$ cat src/rtl/fp_mul_round_pack.sv
// Normalize, round-to-nearest-even and pack stage behind the fp_multiplier mantissa array.
// Two register stages with a shared advance: results leave in order through a valid/ready port.
module fp_mul_round_pack #(
  parameter int EXP_W = 10,
  parameter int BIAS  = 127
) (
  input  logic        clk,
  input  logic        rst,
  input  logic        in_valid,
  output logic        in_ready,
  input  logic [31:0] num1,
  input  logic [31:0] num2,
  input  logic [47:0] mant_prod,
  output logic        out_valid,
  input  logic        out_ready,
  output logic [31:0] result,
  output logic [3:0]  flags
);

  localparam logic signed [EXP_W-1:0] EXP_MAX  = EXP_W'(255);
  localparam logic signed [EXP_W-1:0] EXP_ZERO = EXP_W'(0);

  logic                    adv;

  logic                    s1_valid_q, s1_valid_d;
  logic                    s1_sign_q,  s1_sign_d;
  logic signed [EXP_W-1:0] s1_exp_q,   s1_exp_d;
  logic [23:0]             s1_mant_q,  s1_mant_d;
  logic                    s1_g_q,     s1_g_d;
  logic                    s1_s_q,     s1_s_d;
  logic                    s1_nan_q,   s1_nan_d;
  logic                    s1_inv_q,   s1_inv_d;
  logic                    s1_inf_q,   s1_inf_d;
  logic                    s1_zero_q,  s1_zero_d;

  logic                    out_valid_q, out_valid_d;
  logic [31:0]             result_q,    result_d;
  logic [3:0]              flags_q,     flags_d;

  logic [7:0]              e1, e2;
  logic                    nan1, nan2, inf1, inf2, zero1, zero2;
  logic signed [EXP_W-1:0] exp_base;

  logic                    round_up;
  logic [24:0]             mant_sum;
  logic [23:0]             mant_rnd;
  logic signed [EXP_W-1:0] exp_rnd;
  logic                    inexact;
  logic [31:0]             res_s;
  logic [3:0]              flg_s;

  assign adv       = ~out_valid_q | out_ready;
  assign in_ready  = adv;
  assign out_valid = out_valid_q;
  assign result    = result_q;
  assign flags     = flags_q;

  // Operand classification and pre-normalization for stage 1
  always_comb begin
    e1       = num1[30:23];
    e2       = num2[30:23];
    nan1     = (e1 == 8'hFF) && (num1[22:0] != 23'h0);
    nan2     = (e2 == 8'hFF) && (num2[22:0] != 23'h0);
    inf1     = (e1 == 8'hFF) && (num1[22:0] == 23'h0);
    inf2     = (e2 == 8'hFF) && (num2[22:0] == 23'h0);
    zero1    = (e1 == 8'h00);
    zero2    = (e2 == 8'h00);
    exp_base = EXP_W'(e1) + EXP_W'(e2) - EXP_W'(BIAS);

    s1_valid_d = s1_valid_q;
    s1_sign_d  = s1_sign_q;
    s1_exp_d   = s1_exp_q;
    s1_mant_d  = s1_mant_q;
    s1_g_d     = s1_g_q;
    s1_s_d     = s1_s_q;
    s1_nan_d   = s1_nan_q;
    s1_inv_d   = s1_inv_q;
    s1_inf_d   = s1_inf_q;
    s1_zero_d  = s1_zero_q;
    if (adv) begin
      s1_valid_d = in_valid;
      if (in_valid) begin
        s1_sign_d = num1[31] ^ num2[31];
        s1_nan_d  = nan1 | nan2;
        s1_inv_d  = (inf1 & zero2) | (inf2 & zero1);
        s1_inf_d  = inf1 | inf2;
        s1_zero_d = zero1 | zero2;
        if (mant_prod[47]) begin
          s1_exp_d  = exp_base + EXP_W'(1);
          s1_mant_d = mant_prod[47:24];
          s1_g_d    = mant_prod[23];
          s1_s_d    = |mant_prod[22:0];
        end else begin
          s1_exp_d  = exp_base;
          s1_mant_d = mant_prod[46:23];
          s1_g_d    = mant_prod[22];
          s1_s_d    = |mant_prod[21:0];
        end
      end else begin
        s1_sign_d = s1_sign_q;
      end
    end else begin
      s1_valid_d = s1_valid_q;
    end
  end

  // Rounding, range checks and special-case priority for stage 2
  always_comb begin
    round_up = s1_g_q & (s1_s_q | s1_mant_q[0]);
    mant_sum = {1'b0, s1_mant_q} + {24'h0, round_up};
    inexact  = s1_g_q | s1_s_q;
    // A carry out of the rounded mantissa means it became 2.0: renormalize to 1.0.
    if (mant_sum[24]) begin
      mant_rnd = 24'h800000;
      exp_rnd  = s1_exp_q + EXP_W'(1);
    end else begin
      mant_rnd = mant_sum[23:0];
      exp_rnd  = s1_exp_q;
    end

    if (s1_nan_q) begin
      res_s = 32'h7FC00000;
      flg_s = 4'b0000;
    end else if (s1_inv_q) begin
      res_s = 32'h7FC00000;
      flg_s = 4'b1000;
    end else if (s1_inf_q) begin
      res_s = {s1_sign_q, 8'hFF, 23'h0};
      flg_s = 4'b0000;
    end else if (s1_zero_q) begin
      res_s = {s1_sign_q, 31'h0};
      flg_s = 4'b0000;
    end else if (exp_rnd >= EXP_MAX) begin
      res_s = {s1_sign_q, 8'hFF, 23'h0};
      flg_s = 4'b0101;
    end else if (exp_rnd <= EXP_ZERO) begin
      res_s = {s1_sign_q, 31'h0};
      flg_s = 4'b0011;
    end else begin
      res_s = {s1_sign_q, exp_rnd[7:0], mant_rnd[22:0]};
      flg_s = {3'b000, inexact};
    end

    out_valid_d = out_valid_q;
    result_d    = result_q;
    flags_d     = flags_q;
    if (adv) begin
      out_valid_d = s1_valid_q;
      if (s1_valid_q) begin
        result_d = res_s;
        flags_d  = flg_s;
      end else begin
        result_d = result_q;
      end
    end else begin
      out_valid_d = out_valid_q;
    end
  end

  // Pipeline state registers
  always_ff @(posedge clk) begin
    if (rst) begin
      s1_valid_q  <= 1'b0;
      s1_sign_q   <= 1'b0;
      s1_exp_q    <= EXP_ZERO;
      s1_mant_q   <= 24'h0;
      s1_g_q      <= 1'b0;
      s1_s_q      <= 1'b0;
      s1_nan_q    <= 1'b0;
      s1_inv_q    <= 1'b0;
      s1_inf_q    <= 1'b0;
      s1_zero_q   <= 1'b0;
      out_valid_q <= 1'b0;
      result_q    <= 32'h0;
      flags_q     <= 4'h0;
    end else begin
      s1_valid_q  <= s1_valid_d;
      s1_sign_q   <= s1_sign_d;
      s1_exp_q    <= s1_exp_d;
      s1_mant_q   <= s1_mant_d;
      s1_g_q      <= s1_g_d;
      s1_s_q      <= s1_s_d;
      s1_nan_q    <= s1_nan_d;
      s1_inv_q    <= s1_inv_d;
      s1_inf_q    <= s1_inf_d;
      s1_zero_q   <= s1_zero_d;
      out_valid_q <= out_valid_d;
      result_q    <= result_d;
      flags_q     <= flags_d;
    end
  end

endmodule

$ cat config.mk
export PLATFORM = sky130hd
export DESIGN_NAME = fp_mul_round_pack
export DESIGN_NICKNAME = d
export VERILOG_FILES = /design/src/rtl/fp_mul_round_pack.sv
export SDC_FILE = /design/constraint.sdc
export NUM_CORES = 1
export LEC_CHECK = 0
export CAP_MARGIN = 0
export CELL_PAD_IN_SITES_DETAIL_PLACEMENT = 0
export CELL_PAD_IN_SITES_GLOBAL_PLACEMENT = 1
export CORE_ASPECT_RATIO = 2
export CORE_MARGIN = 5
export CORE_UTILIZATION = 34
export CTS_CLUSTER_DIAMETER = 50
export DETAILED_ROUTE_END_ITERATION = 8
export PLACE_DENSITY = 0.9
export SYNTH_ARGS = -nofsm -noshare
export SYNTH_HDL_FRONTEND = slang
export SYNTH_SLANG_ARGS = --single-unit
$ cat constraint.sdc
create_clock -name clk -period 4.9 [get_ports clk]
set_input_delay 1.47 -clock clk [delete_from_list [all_inputs] [get_ports clk]]
set_output_delay 1.47 -clock clk [all_outputs]
set_load 0.05 [all_outputs]
# Yosys cells after proc, flatten, opt, wreduce, memory -nomap -nowiden
# Cells that the tools add are included.
[op_classes]
muxes = 18
bitwise_logic = 12
reduce_logical = 14
n_addsub = 5
eq_ne = 2
order_cmp = 2
[ops]
columns = ["cell", "n"]
rows = [
  ["31-bit 2-to-1 mux", 4],
  ["32-bit 2-to-1 mux", 2],
  ["23-bit zero test", 2],
  ["23-bit nonzero test", 2],
  ["24-bit by 1-bit adder with 25-bit output", 1],
  ["24-bit 2-to-1 mux", 1],
  ["23-bit 2-to-1 mux", 1],
  ["23-bit OR reduction", 1],
  ["22-bit OR reduction", 1],
  ["10-bit by 2-bit adder with 10-bit output (second input constant)", 2],
  ["10-bit 2-to-1 mux", 2],
  ["8-bit == test (second input constant)", 2],
  ["8-bit zero test", 2],
  ["10-bit by 9-bit >= comparator with 1-bit output (second input constant)", 1],
  ["10-bit by 1-bit less-or-equal comparator with 1-bit output (second input constant)", 1],
  ["9-bit by 7-bit subtractor with 10-bit output (second input constant)", 1],
  ["8-bit by 8-bit adder with 9-bit output", 1],
  ["3-bit 2-to-1 mux", 3],
  ["4-bit 2-to-1 mux", 2],
  ["1-bit bitwise OR", 7],
  ["1-bit logical AND", 4],
  ["2-bit AND reduction", 2],
  ["1-bit AND", 3],
  ["1-bit 2-to-1 mux", 2],
  ["3 further kinds", 3],
]
[word_totals]
out_inout_bits = 38
ff_bits = 79
inputBits = 116

# Longest topological paths before layout
[logic_depth]
depth_word = 11
depth_mapped = 13

# Worst setup path before layout
# OpenSTA, ideal clock, no wires.
[synth_path]
kind = "input port to flip-flop"
startpoint = "input num1[24]"
endpoint = "register s1_exp_q[9]"
arrival_time_ns = 3.858
cell_stages = 9
path_buffers = 0
setup_ns = 0.087
path_slack_ns = 0.955
path_cell_list = "ha_1 > ha_1 > inv_1 > fa_1 > nor4bb_1 > nand3_1 > or2_2 > a221o_1 > o31ai_1"
[synth_between]
elab_chain_len = 4
[synth_rtl]
columns = ["item", "line", "rtl"]
rows = [
  ["start: declaration", "11", "input logic [31:0] num1,"],
  ["8-bit by 8-bit adder with 9-bit output (*)", "68", "exp_base = EXP_W'(e1) + EXP_W'(e2) - EXP_W'(BIAS);"],
  ["9-bit by 7-bit subtractor with 10-bit output (*)", "68", ""],
  ["10-bit by 2-bit adder with 10-bit output", "89", "s1_exp_d = exp_base + EXP_W'(1);"],
  ["10-bit 2-to-1 mux (*)", "88", "if (mant_prod[47]) begin"],
  ["end signal: assignment", "179", "s1_exp_q <= s1_exp_d;"],
  ["end: declaration", "27", "logic signed [EXP_W-1:0] s1_exp_q, s1_exp_d;"],
]
# Mark *: on every way between the ends. The rest lies on a longest branch, timed or not.
# A chain may end at the register's enable or synchronous reset.

# Worst setup path after layout
# Same ends and word-level chain as after synthesis.

==> impl_metrics.json <==
{
  "worstPathRequired_ps": 5110,
  "cts_num_sinks": 79,
  "synth_warnings": 0,
  "clkTransAtPathRegs_ps": 60,
  "p_leak_nw": 2.44,
  "ys.flop_type": "dfxtp_1",
  "place.gp.congestion": 0.848,
  "async_flop_share_pct": 0,
  "final_nets": 857,
  "synth_seq_area_share_pct": 33.1,
  "grt_pass1_wl_um": 23300,
  "grt_pass1_vias": 4941,
  "crit_fanout": 4,
  "row_count": 61,
  "start_util_pct": 34.4,
  "cts_inserted_buffers": 9,
  "cts_hold_buf": 0,
  "cts_tree": "done",
  "timing.final.crit_share_pct": 88.9,
  "path_delay_family": "simple AND/OR/NAND/NOR gates",
  "synth-seq-cells": 79,
  "fp.dieW_um": 93.8,
  "hp-start": "result[18]",
  "ant_nets": 0,
  "path_common_cell": "ha_1",
  "synth.distinct_cells": 64,
  "r2r_slack_ps": 1390,
  "path_depth": 10,
  "fp.coreArea_mm2": 0.0139,
  "worst_path_max_delay_cell": "nor4bb_1",
  "synth_top_area_cell": "dfxtp_1",
  "intPower_mw": 1.26,
  "area_growth_pct": 41.3,
  "finalHoldViolCount": 0,
  "p_clk_share_pct": 36.0,
  "die_y_um": 178,
  "vias": 4789,
  "hold_slack_ps": 445,
  "fmax_ghz": 0.230,
  "cts_resized": 0,
  "synth_top_area_share_pct": 33.1,
  "power_frac_comb_pct": 23.9,
  "seqPwrFrac_pct": 40.2,
  "grt.total_usage_pct": 17.6,
  "syn_area_per_cell_um2": 8.20,
  "vias_per_cell": 5.23,
  "hp-class": "reg2reg",
  "switching_share_pct": 31.3,
  "synth_edf_count": 0,
  "cap_viol_max_count": 0,
  "drtPass1Iterations": 4,
  "slowest_delay_ps": 520,
  "power.density_mw_per_mm2": 272,
  "antenna_found_initial": 0,
  "setup_viol": 0,
  "synthCells": 583,
  "layout-drive-gt1-share_pct": 6.47,
  "cts_root_buffer": "clkbuf_16",
  "setup-tns-final_ps": 0,
  "pin_count": 154,
  "wl_per_cell_um": 15.8,
  "fin_worst_skew_ps": 7.31,
  "n_antenna_cell": 0,
  "end_kind": "flip-flop",
  "die-area_mm2": 0.0167,
  "switching_power_mw": 0.575,
  "htree_levels": 3,
  "grt.overflow.total": 0,
  "syn_nets": 719,
  "cp-start-kind": "input port",
  "drv_slew": 0,
  "dr.first_iter.drc_count": 204,
  "worstHoldPathCells": 2,
  "ir_drop_v": 0.000138,
  "min_period_ps": 4360,
  "maxSlewHeadroom_pct": 36.3,
  "crit_start": "num1[24]",
  "port_buffers": 153,
  "tightest_slew_ps": 955,
  "drt_wl_total_um": 14500,
  "crit_buf_inv": 2,
  "crit_arrival_ps": 4570,
  "ys_top_cells_by_area": "dfxtp_1 (33%), mux2i_1 (5.7%), a211oi_1 (5.5%)",
  "cts_buffer_depth": 2,
  "status": "finished, final reports clean",
  "netlist_area_mm2": 0.00478,
  "dp_hpwl_um": 11900,
  "r2r_start": "s1_s_q",
  "worstRegToRegCells": 11,
  "insertion_delay_ps": 340,
  "drc_errors": 0,
  "post_cts_buffers": 0,
  "worstSetupPathType": "in2reg",
  "rsz0062_at_grt": "false",
  "grt_max_degree": 54,
  "cp_cell_sequence": "clkdlybuf4s50_1 > ha_1 > ha_1 > inv_1 > fa_1 > nor4bb_1 > nand3_1 > or2_2 > a2111oi_0 > o31ai_1"
}
==> cell usage after synthesis (all sizes together) (2+ instances only) <==
| library cell | instances |
|---|---|
| dfxtp | 79 |
| nor2 | 69 |
| nand2 | 55 |
| a211oi | 36 |
| o21ai | 35 |
| mux2i | 27 |
| xor2 | 25 |
| nor4 | 24 |
| clkbuf | 22 |
| nand4 | 21 |
| ha | 19 |
| nor3 | 19 |
| nand3 | 18 |
| inv | 17 |
| a21oi | 16 |
| xnor2 | 15 |
| buf | 12 |
| and2 | 7 |
| o221a | 7 |
| and4 | 6 |
| nand3b | 5 |
| and3 | 4 |
| nor2b | 3 |
| or2 | 3 |
| or4 | 3 |
| a2111oi | 2 |
| a31oi | 2 |
| nand2b | 2 |
| nor4b | 2 |
| o21a | 2 |
| o21bai | 2 |
| o31ai | 2 |
| or3 | 2 |
==> tightest hold or removal path, delay by kind of cell (launching register included) <==
kind / cells / cell delay [ps]
AO/OA/AOI/OAI: 1 / 50
flip-flops: 1 / 310
AND/OR/NAND/NOR: 1 / 50
==> cells by family (layout without fill, tap and decap cells) <==
family          Yosys count  after routing  synth area share (%)
compound gates          118            118                  17.4
xor+xnor                 41             41                  7.80
fa+ha+maj                20             20                  5.39
buf+inv                  51            194                  4.27
flops                    79             79                  33.1
mux                      28             28                  5.89
simple gates            246            246                  26.1
==> routing by layer <==
| layer | vias to the layer above | track usage (%) | part of all wire, % |
|---|---|---|---|
| li1 | 2405 | - | - |
| met1 | 2193 | 16.7 | 35 |
| met2 | 157 | 34.2 | 55 |
| met3 | 34 | 3.48 | 5.1 |
| met4 | 0 | 9.04 | 4.5 |
| met5 | - | 0 | 0 |
==> stage by stage <==
| step | setup WS [ps] | utilization, % | cell area [um^2] | power (mW) | instances |
|---|---|---|---|---|---|
| finish | 544 | 48.6 | 6750 | 1.84 | 915 |
| global route | 312 | 48.6 | 6750 | 1.93 | 915 |
| CTS | 547 | 48.6 | 6750 | 1.85 | 915 |
| detailed placement | 193 | 46.5 | 6450 | 1.19 | 899 |
| global placement | 342 | 46.5 | 6450 | 1.18 | 899 |
| floorplan | 955 | - | 4780 | 1.00 | 583 |
==> area by class of cell <==
type / count / area, um^2
clock buffer: 9 / 225
inverter: 17 / 63.8
multi-input combinational: 453 / 2990
clock inverter: 7 / 73.8
sequential: 79 / 1580
tap: 189 / 236
timing repair buffer: 161 / 1580
fill: 1400 / 7140
==> cell usage in the layout, fill, tap and decap left out, types with 3 or more instances in the layout <==
cell type	count
nor2b_1	3
inv_6	3
and4_1	6
nor2_1	69
nand4_1	20
a211oi_1	35
inv_1	17
dfxtp_1	79
a21oi_1	15
o221a_2	7
xnor2_1	15
xor2_1	25
clkbuf_16	9
o21ai_0	14
and3_1	4
nand3b_1	5
nor3_1	19
and2_1	5
o21ai_1	21
nand2_1	55
ha_1	19
nand3_1	17
mux2i_1	27
buf_4	9
nor4_1	24
clkdlybuf4s50_1	150
or2_2	3
==> final timing paths <==
check	endpoint
setup reg to reg	result[24]
hold / removal	result[18]
setup / recovery	s1_exp_q[9]
hold reg to reg	result[18]
==> power by group through the flow <==
stage               Sequential [mW]  Combinational (mW)  Clock [mW]
global placement              0.750               0.430           0
global route                  0.746               0.480       0.703
finish                        0.738               0.438       0.661
detailed placement            0.752               0.440           0
CTS                           0.738               0.443       0.673
floorplan                     0.769               0.235           0
==> flip-flops by register name (all words and copies together), names as in the netlist, 4 cells and up <==
| register | cells |
|---|---|
| result | 32 |
| s1_mant_q | 24 |
| s1_exp_q | 10 |
| flags | 4 |
Note: power is estimated with default switching activity, not from simulation.
